$ cat config.mk
export PLATFORM = sky130hd
export DESIGN_NAME = sr_reg_bank
export DESIGN_NICKNAME = d
export VERILOG_FILES = /design/src/rtl/sr_reg_pkg.sv /design/src/rtl/sr_ff_cell.sv /design/src/rtl/sr_reg_bank.sv
export SDC_FILE = /design/constraint.sdc
export NUM_CORES = 1
export LEC_CHECK = 0
export CAP_MARGIN = 25
export CORE_MARGIN = 1.5
export CORE_UTILIZATION = 30
export CTS_CLUSTER_SIZE = 40
export DETAILED_ROUTE_END_ITERATION = 10
export HOLD_SLACK_MARGIN = 0.06
export SLEW_MARGIN = 20
export SYNTH_ARGS = -nofsm -noshare
export SYNTH_HDL_FRONTEND = slang
export SYNTH_HIERARCHICAL = 1
export SYNTH_SLANG_ARGS = --single-unit
$ cat constraint.sdc
create_clock -name clk -period 3.25 [get_ports clk]
set_input_delay 0.65 -clock clk [delete_from_list [all_inputs] [get_ports clk]]
set_output_delay 0.65 -clock clk [all_outputs]
set_load 0.01 [all_outputs]
$ cat src/rtl/sr_reg_pkg.sv
// ---------------------------------------------------------------------------
// sr_reg_pkg
// Shared encodings for the configurable bistable register bank.
//   mode_e : per-bank operating mode (SR, JK, D, T)
//   pol_e  : resolution of the SR S=R=1 input combination
// ---------------------------------------------------------------------------
package sr_reg_pkg;

    typedef enum logic [1:0] {
        MODE_SR = 2'd0,
        MODE_JK = 2'd1,
        MODE_D  = 2'd2,
        MODE_T  = 2'd3
    } mode_e;

    typedef enum logic [1:0] {
        POL_HOLD = 2'd0,
        POL_SET  = 2'd1,
        POL_RST  = 2'd2,
        POL_TGL  = 2'd3
    } pol_e;

endpackage : sr_reg_pkg

$ cat src/rtl/sr_ff_cell.sv
// ---------------------------------------------------------------------------
// sr_ff_cell
// One channel of the register bank: next-state function plus q/changed flops.
// Ports:
//   clk, rst   rising-edge clock, asynchronous active-high reset
//   en         update enable; 0 holds q and forces changed low
//   mode       bank mode (see mode_e)
//   a, b       S/J/D/T and R/K inputs for this channel
//   q          stored state
//   changed    registered: high for the cycle after an edge that changed q
//   conflict   combinational: this edge is an SR update with S=R=1
// ---------------------------------------------------------------------------
module sr_ff_cell
    import sr_reg_pkg::*;
#(
    parameter logic [1:0] CONFLICT_POL = POL_HOLD,
    parameter logic       RESET_VAL    = 1'b0
) (
    input  logic       clk,
    input  logic       rst,
    input  logic       en,
    input  logic [1:0] mode,
    input  logic       a,
    input  logic       b,
    output logic       q,
    output logic       changed,
    output logic       conflict
);

    localparam pol_e POL = pol_e'(CONFLICT_POL);

    logic q_next;

    // NOTE: q_next is given a default before the case so every path assigns
    // it; otherwise an unlisted combination would infer a latch.
    always_comb begin
        q_next = q;
        case (mode)
            MODE_SR: begin
                case ({a, b})
                    2'b01:   q_next = 1'b0;
                    2'b10:   q_next = 1'b1;
                    2'b11: begin
                        case (POL)
                            POL_SET: q_next = 1'b1;
                            POL_RST: q_next = 1'b0;
                            POL_TGL: q_next = ~q;
                            default: q_next = q;
                        endcase
                    end
                    default: q_next = q;
                endcase
            end
            MODE_JK: begin
                case ({a, b})
                    2'b01:   q_next = 1'b0;
                    2'b10:   q_next = 1'b1;
                    2'b11:   q_next = ~q;
                    default: q_next = q;
                endcase
            end
            MODE_D:  q_next = a;
            default: q_next = q ^ a;  // T
        endcase
    end

    assign conflict = en && (mode == MODE_SR) && a && b;

    // NOTE: state flops use non-blocking assignments so every flop samples
    // the pre-edge value of q regardless of statement order.
    always_ff @(posedge clk or posedge rst) begin
        if (rst) begin
            q       <= RESET_VAL;
            changed <= 1'b0;
        end else begin
            if (en) begin
                q <= q_next;
            end
            changed <= en & (q_next ^ q);
        end
    end

endmodule : sr_ff_cell

$ cat src/rtl/sr_reg_bank.sv
// ---------------------------------------------------------------------------
// sr_reg_bank
// WIDTH-channel bank of clocked bistables, run-time selectable as SR/JK/D/T,
// with sticky per-channel SR conflict flags and a saturating conflict counter.
// Ports:
//   clk, rst       rising-edge clock, asynchronous active-high reset
//   en             global update enable
//   mode           0 SR, 1 JK, 2 D, 3 T (all channels)
//   a, b           per-channel S/J/D/T and R/K inputs
//   clr_conflict   clears conflict_flag / conflict_cnt (a same-edge conflict wins)
//   q, qn          stored state and its combinational complement
//   changed        per-channel "q changed on the last edge"
//   conflict_flag  sticky per-channel SR S=R=1 indicator
//   conflict_cnt   number of edges with at least one conflicting channel
// ---------------------------------------------------------------------------
module sr_reg_bank
    import sr_reg_pkg::*;
#(
    parameter int               WIDTH        = 8,
    parameter logic [WIDTH-1:0] RESET_VAL    = '0,
    parameter logic [1:0]       CONFLICT_POL = POL_HOLD,
    parameter int               CNT_W        = 8
) (
    input  logic             clk,
    input  logic             rst,
    input  logic             en,
    input  logic [1:0]       mode,
    input  logic [WIDTH-1:0] a,
    input  logic [WIDTH-1:0] b,
    input  logic             clr_conflict,
    output logic [WIDTH-1:0] q,
    output logic [WIDTH-1:0] qn,
    output logic [WIDTH-1:0] changed,
    output logic [WIDTH-1:0] conflict_flag,
    output logic [CNT_W-1:0] conflict_cnt
);

    localparam logic [CNT_W-1:0] CNT_MAX = '1;

    logic [WIDTH-1:0] cell_conflict;
    logic             any_conflict;

    for (genvar i = 0; i < WIDTH; i++) begin : g_cell
        sr_ff_cell #(
            .CONFLICT_POL (CONFLICT_POL),
            .RESET_VAL    (RESET_VAL[i])
        ) u_cell (
            .clk      (clk),
            .rst      (rst),
            .en       (en),
            .mode     (mode),
            .a        (a[i]),
            .b        (b[i]),
            .q        (q[i]),
            .changed  (changed[i]),
            .conflict (cell_conflict[i])
        );
    end

    assign qn           = ~q;
    assign any_conflict = |cell_conflict;

    // A clear on the same edge as a new conflict leaves only the new event
    // recorded; cell_conflict is already zero whenever en=0.
    always_ff @(posedge clk or posedge rst) begin
        if (rst) begin
            conflict_flag <= '0;
            conflict_cnt  <= '0;
        end else if (clr_conflict) begin
            conflict_flag <= cell_conflict;
            conflict_cnt  <= any_conflict ? CNT_W'(1) : '0;
        end else begin
            conflict_flag <= conflict_flag | cell_conflict;
            if (any_conflict && (conflict_cnt != CNT_MAX)) begin
                conflict_cnt <= conflict_cnt + 1'b1;
            end
        end
    end

endmodule : sr_reg_bank

Word-level counts from Yosys, hierarchy flattened

Cells that the tools add are included.

Output and inout bits: 40
Bits of input ports: 22
Register bits after elaboration: 32
Logic and storage cells: 129

Bitwise logic cells: 34
Reduce and logical (&&, ||, !) cells: 21
Add/subtract/negate cells: 1
Mux-type cells: 28
Equal/unequal tests: 27

Operators with widths:

| kind                | count |
|---|---|
| $pmux 1 s3          | 16 |
| $eq 2x2->1 const B  | 17 |
| $mux 8              | 3 |
| $eq 2x1->1 const B  | 9 |
| $logic_and 1x1->1   | 18 |
| $pmux 1 s2          | 8 |
| $xor 1x1->1         | 16 |
| $add 8x1->8 const B | 1 |
| $and 1x1->1         | 8 |
| $ne 8x8->1 const B  | 1 |
| $not 1->1           | 8 |
| $not 8->8           | 1 |
| $or 8x8->8          | 1 |
| $reduce_or 8->1     | 1 |
| $logic_not 2->1     | 1 |
| $reduce_bool 2->1   | 1 |
| $mux 1              | 1 |

Depth between registers and ports, before layout

Depth after elaboration: 8
Depth in mapped cells: 7
Mapped depth without buffers: 6

By module

Netlist, hierarchy kept.

By module, submodules not included:

| module      | times used | cells each | area an instance (µm²) | seq. area each (µm²) |
|---|---|---|---|---|
| sr_ff_cell  | 8          | 20         | 168.9                  | 50.0 |
| sr_reg_bank | 1          | 72         | 753.2                  | 400.4 |

Worst setup path before layout

Ideal clock, no wire load.

Path kind: input -> register
Start point: input port b[5]
End point: register conflict_cnt[5]
Stages: 6
Setup time: 78 ps
Setup slack: 1407 ps
Data required time: 3172 ps
Buffers on the path: 0
Arrival time: 1765 ps
Cells stage by stage: nand3_1 > nor3_1 > nor4_2 > o2bb2ai_2 > or4_1 > a21oi_1

Word-level cells in the longest chain between the ends: 4

RTL lines:

| item                        | RTL line          | text |
|---|---|---|
| from (decl)                 | sr_reg_bank.sv:29 | `input logic [WIDTH-1:0] b,` |
| $logic_and 1x1->1           | sr_ff_cell.sv:67  | `assign conflict = en && (mode == MODE_SR) && a && b;` |
| named net cell_conflict[5]  | sr_reg_bank.sv:40 | `logic [WIDTH-1:0] cell_conflict;` |
| $reduce_or 8->1             | sr_reg_bank.sv:61 | `assign any_conflict = \|cell_conflict;` |
| $logic_and 1x1->1           | sr_reg_bank.sv:74 | `if (any_conflict && (conflict_cnt != CNT_MAX)) begin` |
| $reduce_bool 2->1 (no line) | --                |  |
| to (signal assigned)        | sr_reg_bank.sv:71 | `conflict_cnt <= any_conflict ? CNT_W'(1) : '0;` |
| to (signal assigned)        | sr_reg_bank.sv:75 | `conflict_cnt <= conflict_cnt + 1'b1;` |
| to (decl)                   | sr_reg_bank.sv:35 | `output logic [CNT_W-1:0] conflict_cnt` |

The timed path passes the listed nets, and every way through them passes these cells.
A chain may end at the register's enable or synchronous reset.

Final worst setup path

Start point: input port en
End point: register conflict_cnt[5]

Word-level cells in the longest chain between the ends: 6
Elaborated cells between the ends (all ways): 20
Classes of those cells: reduce/logical (20)

RTL lines:

| item                            | RTL line          | text |
|---|---|---|
| from (decl)                     | sr_reg_bank.sv:26 | `input logic en,` |
| $logic_and 1x1->1 (3 in series) | sr_ff_cell.sv:67  |  |
| named net cell_conflict[4]      | sr_reg_bank.sv:40 |  |
| $reduce_or 8->1                 | sr_reg_bank.sv:61 |  |
| $logic_and 1x1->1               | sr_reg_bank.sv:74 |  |
| $reduce_bool 2->1 (no line)     | --                |  |

The timed path passes the listed nets, and every way through them passes these cells.

==> run summary <==
Largest net degree at the start of global routing -> 41
Setup Buffers After CTS -> 0
R2R Path Start -> conflict_cnt[0]
Syn_nets -> 263
Relative slew margins -> 58.3%
HP Start -> conflict_flag[4]
Synth cell types -> 27
Clock sinks -> 32
Fin nets -> 334
Slowest CP cell -> clkdlybuf4s50_1
Gr ovfl total -> 0
Synth Instances -> 232
Inserted Clock Buffers -> 5
Pre-CTS setup slack -> 0.322 ns
Worst-Skew Late Latency -> 0.28 ns
Initial core utilization -> 31.0%
Synthesized area per cell -> 9.07 um2
Ys Warns -> 6
Drc violations -> 0
Setup_tns -> 0 ns
Critical Path Max Stage Delay -> 0.71 ns
Max Cap Violations -> 0
Capturing point of the worst reg2reg path -> conflict_cnt[5]
Outcome -> finished, final reports clean
Final min period -> 2.62 ns
Final ANT Viol Nets -> 0
DRT Wirelength -> 5220 um
Final hold slack -> 0.496 ns
First-pass GRT wire length -> 8400 um
# hold bufs at CTS -> 0
Post-cts sizing count -> 0
Fin. Hold Viols -> 0
Area growth from synthesis to layout -> 41.0%
Placed cells -> 392
RSZ-0062 raised after global routing -> false
DP HPWL -> 3830 um
Initial antenna violation count -> 0
Worst-margin pin slew -> 0.625 ns
Setup CP Type -> in2reg
Clock buffer depth -> 2
Setup-failing EPs final -> 0
Via density -> 4.81
CP required -> 3.45 ns
Drt first pass iters -> 4
Clock Tree Root -> clkbuf_8
Hold Path Class -> reg2reg
Worst setup EP type -> register
Final clock skew -> 0.00370 ns
Ports -> 62
Most frequent cells in the layout -> clkdlybuf4s50_1, inv_1, dfrtp_1
Placer Congestion -> 0.787
CTS clock-pin slew for the worst setup and hold paths -> 0.07 ns
I/O Buffers -> 61
Crit path max fanout -> 15
Crit path launch -> en
Mapped cell area -> 0.00210 mm2
Max Slew Vio Count -> 0
CTS tree -> built
Number of global-route vias before repair -> 1791
Filler Cells Inserted -> 680
Core footprint -> 0.00679 mm2
Antenna Cells -> 0
Die Width -> 86.8 um
H-tree level count -> 2
Layout cells sized above 1 -> 8.25%
Vias -> 1919
Maximum vdd drop -> 0.000216 V
Post-route cell area -> 0.00297 mm2
Final period util -> 80.5%
Number of flops mapped to enable cells by yosys -> 0
Commonest non-fill, non-tap cell in the layout -> clkdlybuf4s50_1
Num rows -> 30
CP cell instances -> clkdlybuf4s50_1 > nand3_1 > nor3_1 > nor4_2 > o2bb2ai_2 > or4_1 > a21oi_1
CP Launch Type -> primary input
Detailed Route Iter0 Violations -> 98
Fmax -> 382 MHz
Vert. Die Dim -> 86.8 um
Worst setup margin -> 0.633 ns
R2R cell count -> 5
Sequential area share after synthesis -> 38.0%
Register bit total from synthesis -> 32
Hold path endpoint -> conflict_flag[4]
Post-DP Area -> 0.00287 mm2
Final Non-Filler Cells -> 399
Share of flip-flops with an asynchronous set or reset -> 100%
Synth Flop Type -> dfrtp_1
Gr usage total -> 14.2%
CP arrival -> 2.82 ns
WL per Instance -> 13.1 um
P_leak -> 1.39 nW
PwrDens -> 396 mW/mm2
Die area -> 0.00753 mm2
R2R setup slack -> 1.50 ns
Hold Crit Depth -> 1
-- stage by stage --
step                power, mW  util, %
global route             1.24     43.7
floorplan               0.658        -
finish                   1.17     43.7
global placement        0.844     42.2
CTS                      1.19     43.7
detailed placement      0.853     42.2
-- kinds of logic (layout without fill, tap and decap cells) --
| group | after synthesis | in the layout | share of synthesized area [%] |
|---|---|---|---|
| and+or+nand+nor | 83 | 83 | 23.0 |
| DFF | 32 | 32 | 38.1 |
| AOI/OAI and AO/OA | 54 | 54 | 18.5 |
| muxes | 17 | 17 | 8.09 |
| adders and majority gates | 9 | 9 | 5.35 |
| buffers and inverters | 37 | 108 | 6.96 |
-- registers in the layout, indices dropped and copies added (netlist names) --
name                   cells
conflict_flag              8
g_cell.u_cell/changed      8
conflict_cnt               8
g_cell.u_cell/q            8
-- metal layers --
layer	routed length (um)	track usage, %
met5	0	0
met4	68	4.84
met3	193	3.33
met2	2400	22.9
met1	2560	18.8
-- report_power, final --
part           switching, mW  leakage (nW)  total, mW  internal [mW]
clock network          0.143        0.0503      0.331          0.188
logic                  0.161         0.920      0.361          0.200
registers             0.0451         0.415      0.481          0.436
-- synthesized netlist by cell type (2+ instances only) --
| master | n | area share (%) |
|---|---|---|
| a221oi_2 | 8 | 5.7 |
| o21ai_1 | 8 | 1.9 |
| nand3b_1 | 8 | 2.9 |
| nand3_1 | 13 | 3.1 |
| mux2i_1 | 17 | 8.1 |
| dfrtp_1 | 32 | 38 |
| or3_1 | 2 | 0.59 |
| ha_1 | 9 | 5.4 |
| inv_1 | 34 | 6.1 |
| o21ai_0 | 11 | 2.6 |
| a21oi_1 | 14 | 3.3 |
| nor2_1 | 9 | 1.6 |
| a21o_1 | 8 | 2.9 |
| o31ai_1 | 3 | 1.1 |
| nand2b_1 | 8 | 2.4 |
| nor3_1 | 16 | 3.8 |
| or3b_1 | 8 | 3.3 |
| nand2_1 | 12 | 2.1 |
| nor4_2 | 2 | 1.2 |
| or4_1 | 3 | 1.1 |
-- how the worst max path moves through the flow --
stage                     cells past startpoint  slack (ns)         endpoint
after floorplan                               6        1.41  conflict_cnt[5]
after global placement                        7        0.41  conflict_cnt[7]
after detailed placement                      7        0.32  conflict_cnt[5]
after CTS                                     7        0.61  conflict_cnt[5]
after global routing                          7        0.43  conflict_cnt[5]
final                                         7        0.63  conflict_cnt[5]
-- layout make-up --
type	count	area, um2	area share [%]
timing repair buffer	66	661	22.3
clock buffer	7	96.3	3.25
inverter	35	131	4.43
sequential	32	801	27.0
multi-input combinational	163	1160	39.0
tap	96	120	4.05
-- critical path, delay by kind of cell --
family	cells	cell delay [ns]
compound gates	2	0.42
buf+inv	1	0.71
simple gates	4	1.03
Power figures use the tool's default switching activity.
